## src/rtl/metronome_swing_gen_pkg.sv

```systemverilog
// rtl/metronome_swing_gen_pkg.sv - shared FSM encoding and default constants for the metronome swing generator
package metronome_swing_gen_pkg;

    typedef enum logic [1:0] {
        ST_IDLE = 2'd0,
        ST_SCAN = 2'd1,
        ST_RUN  = 2'd2
    } state_t;

    // One degree in a 32-bit binary angle (2^32 = 360 deg)
    localparam logic [31:0] DEG_1       = 32'h00B60B60;
    localparam int          PHASE_W_DEF = 40;

endpackage

```

## src/rtl/metronome_swing_gen_tempo_band_scanner.sv

```systemverilog
// rtl/metronome_swing_gen_tempo_band_scanner.sv - sequential tempo band search, one threshold per cycle
module metronome_swing_gen_tempo_band_scanner #(
    parameter int  TEMPO_W   = 10,
    parameter int  TEMPO_MIN = 59,
    parameter int  TEMPO_MAX = 240,
    parameter int  NUM_BANDS = 16,
    localparam int BAND_W    = $clog2(NUM_BANDS)
) (
    input  logic               i_clk,
    input  logic               i_reset,
    input  logic [TEMPO_W-1:0] i_tempo_c,
    input  logic               i_start,
    output logic [BAND_W-1:0]  o_band,
    output logic               o_done
);

    function automatic logic [TEMPO_W-1:0] thr(input int i);
        return TEMPO_W'(TEMPO_MIN + ((TEMPO_MAX - TEMPO_MIN) * i) / NUM_BANDS);
    endfunction

    logic [TEMPO_W-1:0] w_thr [NUM_BANDS];
    for (genvar g = 0; g < NUM_BANDS; g++) begin : g_thr
        assign w_thr[g] = thr(g);
    end

    logic [BAND_W-1:0] r_idx;
    logic [BAND_W-1:0] r_band;
    logic              r_busy;
    logic              w_pass;
    logic              w_last;

    assign w_pass = (i_tempo_c >= w_thr[r_idx]);
    assign w_last = (r_idx == BAND_W'(NUM_BANDS - 1));
    assign o_done = r_busy && (!w_pass || w_last);
    // The result is visible combinationally in the finishing cycle
    assign o_band = (r_busy && w_pass) ? r_idx : r_band;

    always_ff @(posedge i_clk or posedge i_reset) begin
        if (i_reset) begin
            r_idx  <= BAND_W'(1);
            r_band <= '0;
            r_busy <= 1'b0;
        end else if (i_start) begin
            r_idx  <= BAND_W'(1);
            r_band <= '0;
            r_busy <= 1'b1;
        end else if (r_busy) begin
            if (w_pass) begin
                r_band <= r_idx;
            end
            if (o_done) begin
                r_busy <= 1'b0;
            end else begin
                r_idx <= r_idx + BAND_W'(1);
            end
        end
    end

endmodule

```

## src/rtl/metronome_swing_gen.sv

```systemverilog
// rtl/metronome_swing_gen.sv - beat-synchronous metronome pendulum angle from a BPM tempo
module metronome_swing_gen
    import metronome_swing_gen_pkg::*;
#(
    parameter int                 TEMPO_W     = 10,
    parameter int                 TEMPO_MIN   = 59,
    parameter int                 TEMPO_MAX   = 240,
    parameter int                 NUM_BANDS   = 16,
    parameter int                 ANGLE_W     = 32,
    parameter logic [ANGLE_W-1:0] DEG_STEP    = ANGLE_W'(DEG_1),
    parameter int                 PHASE_W     = PHASE_W_DEF,
    parameter int                 INC_PER_BPM = 141,
    localparam int                BAND_W      = $clog2(NUM_BANDS)
) (
    input  logic               i_clk,
    input  logic               i_reset,
    input  logic [TEMPO_W-1:0] i_tempo,
    input  logic               i_frame_strobe,
    output logic [ANGLE_W-1:0] o_angle,
    output logic [ANGLE_W-1:0] o_angle_frame,
    output logic               o_frame_valid,
    output logic               o_beat,
    output logic [BAND_W-1:0]  o_band
);

    state_t             r_state;
    state_t             w_state_next;
    logic               w_start;
    logic               w_scan_done;
    logic [TEMPO_W-1:0] w_tempo_c;
    logic [TEMPO_W-1:0] r_tempo_lat;
    logic               w_stop;
    logic               w_changed;
    logic [BAND_W-1:0]  w_sc_band;
    logic               w_sc_done;

    assign w_tempo_c = (i_tempo > TEMPO_W'(TEMPO_MAX)) ? TEMPO_W'(TEMPO_MAX) : i_tempo;
    assign w_stop    = (i_tempo == '0);
    assign w_changed = (i_tempo != r_tempo_lat);

    metronome_swing_gen_tempo_band_scanner #(
        .TEMPO_W   (TEMPO_W),
        .TEMPO_MIN (TEMPO_MIN),
        .TEMPO_MAX (TEMPO_MAX),
        .NUM_BANDS (NUM_BANDS)
    ) u_scanner (
        .i_clk     (i_clk),
        .i_reset   (i_reset),
        .i_tempo_c (w_tempo_c),
        .i_start   (w_start),
        .o_band    (w_sc_band),
        .o_done    (w_sc_done)
    );

    always_ff @(posedge i_clk or posedge i_reset) begin
        if (i_reset) begin
            r_state <= ST_IDLE;
        end else begin
            r_state <= w_state_next;
        end
    end

    always_comb begin
        w_state_next = r_state;
        w_start      = 1'b0;
        w_scan_done  = 1'b0;
        if (w_stop) begin
            w_state_next = ST_IDLE;
        end else begin
            case (r_state)
                ST_IDLE: begin
                    w_state_next = ST_SCAN;
                    w_start      = 1'b1;
                end
                ST_SCAN: begin
                    if (w_changed) begin
                        w_start = 1'b1;
                    end else if (w_sc_done) begin
                        w_state_next = ST_RUN;
                        w_scan_done  = 1'b1;
                    end
                end
                ST_RUN: begin
                    if (w_changed) begin
                        w_state_next = ST_SCAN;
                        w_start      = 1'b1;
                    end
                end
                default: w_state_next = ST_IDLE;
            endcase
        end
    end

    logic [PHASE_W-1:0] r_phase;
    logic [PHASE_W-1:0] r_inc;
    logic [PHASE_W-1:0] w_phase_next;
    logic [ANGLE_W-1:0] r_amp;
    logic [ANGLE_W-1:0] r_amp_pend;
    logic [ANGLE_W-1:0] w_amp_new;
    logic [BAND_W-1:0]  r_band;
    logic               r_first;
    logic               r_beat;
    logic               w_zero_x;
    logic [1:0]         w_q_cur;
    logic [1:0]         w_q_nxt;

    assign w_phase_next = r_phase + r_inc;
    assign w_amp_new    = (ANGLE_W'(w_sc_band) + ANGLE_W'(1)) * DEG_STEP;
    assign w_zero_x     = w_phase_next[PHASE_W-1] ^ r_phase[PHASE_W-1];
    assign w_q_cur      = r_phase[PHASE_W-1 -: 2];
    assign w_q_nxt      = w_phase_next[PHASE_W-1 -: 2];

    always_ff @(posedge i_clk or posedge i_reset) begin
        if (i_reset) begin
            r_tempo_lat <= '0;
            r_phase     <= '0;
            r_inc       <= '0;
            r_amp       <= '0;
            r_amp_pend  <= '0;
            r_band      <= '0;
            r_first     <= 1'b1;
            r_beat      <= 1'b0;
        end else begin
            if (w_start) begin
                r_tempo_lat <= i_tempo;
            end
            if (r_state == ST_IDLE) begin
                r_first <= 1'b1;
            end else if (w_scan_done) begin
                r_first <= 1'b0;
            end
            r_beat <= !w_stop && (((w_q_cur == 2'd0) && (w_q_nxt == 2'd1)) ||
                                  ((w_q_cur == 2'd2) && (w_q_nxt == 2'd3)));
            if (w_stop) begin
                r_phase    <= '0;
                r_inc      <= '0;
                r_amp      <= '0;
                r_amp_pend <= '0;
            end else begin
                r_phase <= w_phase_next;
                if (w_scan_done) begin
                    r_inc      <= PHASE_W'(w_tempo_c) * PHASE_W'(INC_PER_BPM);
                    r_amp_pend <= w_amp_new;
                    r_band     <= w_sc_band;
                end
                // Amplitude only moves at a zero crossing so the angle never jumps
                if (w_scan_done && r_first) begin
                    r_amp <= w_amp_new;
                end else if (w_zero_x) begin
                    r_amp <= r_amp_pend;
                end
            end
        end
    end

    logic [15:0]          r_mag;
    logic                 r_sign1;
    logic                 r_sign2;
    logic [ANGLE_W-1:0]   r_scaled;
    logic [ANGLE_W-1:0]   r_angle;
    logic [ANGLE_W+15:0]  w_prod;
    logic [15:0]          w_f;
    logic [ANGLE_W-1:0]   r_angle_frame;
    logic                 r_frame_valid;

    assign w_f    = r_phase[PHASE_W-3 -: 16];
    assign w_prod = (ANGLE_W+16)'(r_amp) * (ANGLE_W+16)'(r_mag);

    always_ff @(posedge i_clk or posedge i_reset) begin
        if (i_reset) begin
            r_mag         <= '0;
            r_sign1       <= 1'b0;
            r_sign2       <= 1'b0;
            r_scaled      <= '0;
            r_angle       <= '0;
            r_angle_frame <= '0;
            r_frame_valid <= 1'b0;
        end else begin
            r_mag         <= w_q_cur[0] ? ~w_f : w_f;
            r_sign1       <= w_q_cur[1];
            r_scaled      <= ANGLE_W'(w_prod >> 16);
            r_sign2       <= r_sign1;
            r_angle       <= r_sign2 ? -r_scaled : r_scaled;
            r_frame_valid <= i_frame_strobe;
            if (i_frame_strobe) begin
                r_angle_frame <= r_angle;
            end
        end
    end

    assign o_angle       = r_angle;
    assign o_angle_frame = r_angle_frame;
    assign o_frame_valid = r_frame_valid;
    assign o_beat        = r_beat;
    assign o_band        = r_band;

endmodule

```

## config.mk

```make
export PLATFORM = sky130hd
export DESIGN_NAME = metronome_swing_gen
export DESIGN_NICKNAME = d
export VERILOG_FILES = /design/src/rtl/metronome_swing_gen_pkg.sv /design/src/rtl/metronome_swing_gen_tempo_band_scanner.sv /design/src/rtl/metronome_swing_gen.sv
export SDC_FILE = /design/constraint.sdc
export NUM_CORES = 1
export LEC_CHECK = 0
export CORE_ASPECT_RATIO = 1.4
export CORE_MARGIN = 4
export CORE_UTILIZATION = 55
export DETAILED_ROUTE_END_ITERATION = 8
export GPL_ROUTABILITY_DRIVEN = 0
export HOLD_SLACK_MARGIN = 0.12
export PLACE_DENSITY_LB_ADDON = 0.25
export RECOVER_POWER = 50
export SLEW_MARGIN = 20
export SYNTH_ARGS = -nofsm -noshare
export SYNTH_HDL_FRONTEND = slang
export SYNTH_SLANG_ARGS = --single-unit
```

## constraint.sdc

```tcl
create_clock -name i_clk -period 10.7 [get_ports i_clk]
set_input_delay 1.605 -clock i_clk [delete_from_list [all_inputs] [get_ports i_clk]]
set_output_delay 1.605 -clock i_clk [all_outputs]
set_load 0.02 [all_outputs]
```

==> results of run 1 <==
## cell usage after synthesis (11+ instances only)
master                     count
sky130_fd_sc_hd__nor3_1       20
sky130_fd_sc_hd__mux2_2       32
sky130_fd_sc_hd__a21o_1       33
sky130_fd_sc_hd__xor2_1       61
sky130_fd_sc_hd__or3_1        12
sky130_fd_sc_hd__nand2b_1     11
sky130_fd_sc_hd__nand4_1      17
sky130_fd_sc_hd__inv_1       405
sky130_fd_sc_hd__and3_1       20
sky130_fd_sc_hd__nor2b_1      12
sky130_fd_sc_hd__o21a_1       11
sky130_fd_sc_hd__a211oi_1     28
sky130_fd_sc_hd__and2_1      112
sky130_fd_sc_hd__nor2_1       99
sky130_fd_sc_hd__dfrtp_1     244
sky130_fd_sc_hd__fa_1        323
sky130_fd_sc_hd__mux2i_1      24
sky130_fd_sc_hd__nand3_1      25
sky130_fd_sc_hd__a21oi_1      96
sky130_fd_sc_hd__clkbuf_1     93
sky130_fd_sc_hd__ha_1        229
sky130_fd_sc_hd__xnor2_1      81
sky130_fd_sc_hd__o21ai_0      67
sky130_fd_sc_hd__nand2_1     416
## cells by family (layout without fill, tap and decap cells)
family	after synthesis	in the layout	share of synthesized area, %
mux	56	56	2.41
flops	246	246	24.7
fa+ha+maj	552	552	37.4
compound gates	315	315	8.04
buf+inv	513	549	7.82
other cells	2	11	0.0301
simple gates	784	784	14.6
xor+xnor	142	142	4.99
## metal layers
layer	vias up	wire length, um	track usage (%)
li1	8316	-	-
met1	9117	20600	26.0
met2	542	30400	45.4
met3	170	2850	2.52
met4	0	2600	10.0
met5	-	0	0
## registers in the layout (all words and copies together) (netlist names), 2 cells and up
register	cells
r_state	2
r_inc	18
r_amp	23
u_scanner.r_idx	4
r_scaled	32
o_angle	32
u_scanner.r_band	4
r_mag	16
r_phase	40
o_band	4
r_tempo_lat	10
r_amp_pend	23
o_angle_frame	32
## critical path: cells and delay by family
kind	cells	cell delay [ps]
AO/OA/AOI/OAI	11	2890
adder cells (fa/ha/maj)	6	2270
AND/OR/NAND/NOR	8	1820
buffers and inverters	4	780
XOR/XNOR	1	210
## final timing paths
check	start	endpoint	slack [ps]
worst min register to register	r_sign1	r_sign2	350
worst max register to register	u_scanner.r_idx[0]	r_amp[22]	2550
worst min-delay path	r_sign1	r_sign2	350
max in group asynchronous	i_reset	r_amp[6]	2530
worst max-delay path	i_tempo[0]	r_amp[22]	1600
min in group asynchronous	i_reset	r_mag[13]	2830
## final cells by class
cell class | count | area (um^2) | share of cell area [%]
tap | 564 | 706 | 2.62
clock buffer | 36 | 737 | 2.73
clock inverter | 10 | 95.1 | 0.352
inverter | 405 | 1520 | 5.64
sequential | 246 | 6160 | 22.8
timing repair buffer | 98 | 933 | 3.46
multi-input combinational | 1860 | 16800 | 62.4
## stage by stage
stage                     worst slack, ps  hold WS (ps)  instance area (um^2)
after floorplan                      2340           331                 25000
after global placement               1520           336                 26200
after detailed placement             1160           341                 26200
after CTS                            1700           355                 27000
after global routing                  860           368                 27000
final                                1600           353                 27000
==> qor.txt, run 1 <==
status - complete, but fails checks
failing checks - capacitance limit, slew limit
routed via count - 18,100
number of cells after detailed placement - 3,173
clock sink total - 246
CP endpoint kind - flop
min-delay worst type - reg2reg
Fin. Hold Viols - 0
wire length per cell - 17.5 um
max-cap violation count - 3
most frequent cells in the layout - sky130_fd_sc_hd__nand2_1 (416), sky130_fd_sc_hd__inv_1 (404), sky130_fd_sc_hd__fa_1 (323), sky130_fd_sc_hd__dfrtp_1 (244), sky130_fd_sc_hd__ha_1 (229)
Synth Register Bits - 246
vias in the first global route - 19,600
final-stage net count - 3,201
Sum Neg Setup Slack - 0 ps
ratio of routed vias to standard cells - 5.64
pin count of the biggest net entering global routing - 95
Slew @ Worst Pin - 4360 ps
worst-case clock skew - 14.8 ps
clock root buffer - sky130_fd_sc_hd__clkbuf_16
number of detailed-routing iterations run before antenna repair - 4
remaining max-slew budget at the tightest pin - -192%
HPWL reported at the end of detailed placement - 43.1 mm
warning count from the yosys run - 0
most numerous cell on the critical path - sky130_fd_sc_hd__ha_1
largest area contributor in the synthesized netlist - sky130_fd_sc_hd__fa_1
number of antenna violations at the first check in global routing - 0
share of the clock period used by the worst path - 85.0%
total overflow reported by the global router - 0
most frequent standard cell in the layout excluding fill and tap cells - sky130_fd_sc_hd__nand2_1
Util after Layout - 60.1%
initial cell density of the core - 55.5%
biggest cell delay along the critical path - 500 ps
cell depth of the worst flop-to-flop path - 30
Worst path slowest cell - sky130_fd_sc_hd__fa_1
number of H-tree levels - 1
global-route wire length before repair - 94.4 mm
CP Max Fanout - 11
clk slew on worst S/H paths - 60 ps
Post-Route WL - 56.4 mm
kind of critical path - in2reg
Post-CTS Setup Bufs - 0
area of the core - 44,900 um^2
Synth area leaders - sky130_fd_sc_hd__fa_1 (26%), sky130_fd_sc_hd__dfrtp_1 (24%), sky130_fd_sc_hd__ha_1 (11%)
synthesized cell area - 24,900 um^2
# DRC - 0
DRT antenna net count - 0
count of flip-flops with a built-in enable after synthesis - 0
cts bufs inserted - 25
Period minus WS final - 9100 ps
type of element launching the critical path - input pin
Boundary Pins - 83
proportion of netlist area held by the largest area contributor - 25.9%
synthesized area per cell - 9.55 um^2
share of synthesized flip-flops with an asynchronous set or reset - 100%
vertical die dimension - 260 um
Filler Cells Inserted - 3,858
total inserted antenna cells - 0
number of different library cells in the post-synthesis netlist - 70
Row Count - 92
total track usage - 23.5%
filler-free cell count of the finished design - 3,219
setup repair after global routing missed its margin - no
number of port buffers - 82
final count of negative-setup-slack endpoints - 0
Max Slew Vio Count - 212
TritonCTS clock tree - yes
data required time of the worst path - 11,170 ps
part of the Yosys area used for sequential elements - 24.7%
Max Clk Rate - 110 MHz
top_reg_cell synth - sky130_fd_sc_hd__dfrtp_1
endpoint arrival time on the critical path - 9560 ps
synthesis-to-layout area growth - 8.23%
die area - 48,800 um^2
worst-skew pair later-pin latency - 550 ps
clock buffer depth - 3
number of hold buffers added after cts - 0
post-synthesis cell count - 2,610
number of cells on the worst hold path - 0
count of cells resized by post-cts repair - 0
number of DRC violations after detailed-routing iteration 0 - 896
fraction of layout instances using a drive strength above 1 - 4.11%
horizontal extent of the die - 188 um
Power of run 1 is not shown: default switching activity piles up to over one toggle a cycle in this logic, so the estimate is an artifact.
==> run 2, diff against run 1 <==
- DONT_BUFFER_PORTS: default -> 1
==> qor.txt, run 2 (same netlist as run 1, synthesis figures left out) <==
status - complete, but fails checks
failing checks - capacitance limit, slew limit
area of the core - 44,900 um^2
worst hold slack - 350 ps
DRT antenna net count - 0
worst path setup slack after routing - 2150 ps
initial cell density of the core - 55.5%
cts bufs inserted - 25
HPWL reported at the end of detailed placement - 43.2 mm
total track usage - 23.7%
fraction of layout instances using a drive strength above 1 - 4.27%
min-delay src - r_sign1
endpoint arrival time on the critical path - 9010 ps
total inserted antenna cells - 0
max-cap violation count - 3
number of H-tree levels - 1
pre-CTS setup slack - 1620 ps
Row Count - 92
Placement Cell Area - 25,400 um^2
worst-case clock skew - 9.83 ps
clock sink total - 246
routed via count - 17,800
Max Slew Vio Count - 251
Max Clk Rate - 117 MHz
type of element launching the critical path - input pin
Slew @ Worst Pin - 4930 ps
final count of negative-setup-slack endpoints - 0
number of cells on the worst hold path - 0
# DRC - 0
Sum Neg Setup Slack - 0 ps
synthesis-to-layout area growth - 4.98%
TritonCTS clock tree - yes
data required time of the worst path - 11,160 ps
Post-Route WL - 56.7 mm
worst-skew pair later-pin latency - 550 ps
final-stage net count - 3,120
clock buffer depth - 3
clock root buffer - sky130_fd_sc_hd__clkbuf_16
wire length per cell - 18.1 um
most frequent cells in the layout - sky130_fd_sc_hd__nand2_1 (416), sky130_fd_sc_hd__inv_1 (404), sky130_fd_sc_hd__fa_1 (323), sky130_fd_sc_hd__dfrtp_1 (244), sky130_fd_sc_hd__ha_1 (229)
Critical R2R Launch - u_scanner.r_idx[0]
number of port buffers - 0
min-delay worst type - reg2reg
reg-to-reg endpoint - r_amp[22]
Worst path slowest cell - sky130_fd_sc_hd__fa_1
most frequent standard cell in the layout excluding fill and tap cells - sky130_fd_sc_hd__nand2_1
vertical die dimension - 260 um
setup repair after global routing missed its margin - no
number of flip-flops in the largest register - 40
number of hold buffers added after cts - 0
Period minus WS final - 8550 ps
cell depth of the worst flop-to-flop path - 30
remaining max-slew budget at the tightest pin - -231%
most numerous cell on the critical path - sky130_fd_sc_hd__ha_1
ratio of routed vias to standard cells - 5.69
horizontal extent of the die - 188 um
total overflow reported by the global router - 0
worst reg2reg setup slack - 2490 ps
CP endpoint kind - flop
number of detailed-routing iterations run before antenna repair - 6
global-route wire length before repair - 95.1 mm
pin count of the biggest net entering global routing - 114
Boundary Pins - 83
hold endpoint - r_sign2
die area - 48,800 um^2
Filler Cells Inserted - 3,898
vias in the first global route - 19,400
Fin. Hold Viols - 0
Post-Layout Inst Area - 26,200 um^2
top register by number of flip-flops - r_phase
count of cells resized by post-cts repair - 0
number of DRC violations after detailed-routing iteration 0 - 825
clk slew on worst S/H paths - 60 ps
CP Max Fanout - 11
Post-CTS Setup Bufs - 0
kind of critical path - in2reg
number of antenna violations at the first check in global routing - 0
share of the clock period used by the worst path - 79.9%
biggest cell delay along the critical path - 520 ps
-- run 2: changes by cell type in the layout (fill, tap and decap cells not counted) --
cell / delta
sky130_fd_sc_hd__and3_2: -1
sky130_fd_sc_hd__clkdlybuf4s50_1: -50
sky130_fd_sc_hd__bufinv_16: +1
sky130_fd_sc_hd__or4_1: -1
sky130_fd_sc_hd__dlygate4sd3_1: -32
sky130_fd_sc_hd__clkbuf_8: -2
sky130_fd_sc_hd__clkinv_2: +3
sky130_fd_sc_hd__inv_6: -1
sky130_fd_sc_hd__or4_4: +1
sky130_fd_sc_hd__and3_1: +1
-- run 2: layout make-up --
| type | instances | area [um^2] | area share [%] |
|---|---|---|---|
| repair buffers | 17 | 116 | 0.445 |
| inverters | 405 | 1520 | 5.81 |
| multi-input cells | 1860 | 16800 | 64.3 |
| well taps | 564 | 706 | 2.70 |
| flip-flops and latches | 246 | 6160 | 23.5 |
| clock inverters | 13 | 131 | 0.502 |
| clock buffers | 33 | 706 | 2.70 |
-- run 2: worst max-delay path by stage --
stage / slack [ps] / cells past startpoint / from / end
global route: 1420 / 28 / i_tempo[0] / r_amp[20]
CTS: 2200 / 28 / i_tempo[0] / r_amp[20]
floorplan: 2340 / 1 / i_reset / o_angle[0]
global placement: 2060 / 28 / i_tempo[0] / r_amp[22]
finish: 2150 / 28 / i_tempo[0] / r_amp[22]
detailed placement: 1620 / 28 / i_tempo[0] / r_amp[20]
-- run 2: metal layers --
layer	routed length (um)	share of wire [%]	global-route usage, %
met2	30400	54	45.3
met1	20900	37	26.9
met3	2650	4.7	2.40
met5	0	0	0
met4	2650	4.7	9.57
-- run 2: through the flow --
step                      std cells  utilization [%]
after global routing           3138             58.3
after detailed placement       3092             56.5
after CTS                      3138             58.4
final                          3138             58.3
after global placement         3092             56.5
after floorplan                2619                -
-- run 2: worst max-delay path, delay by kind of cell --
| family | cells | cell delay, ps |
|---|---|---|
| compound gates | 12 | 2790 |
| fa+ha+maj | 6 | 2060 |
| simple gates | 6 | 2020 |
| buf+inv | 3 | 310 |
| xor+xnor | 1 | 210 |
Power of run 2 is left out for the same reason.
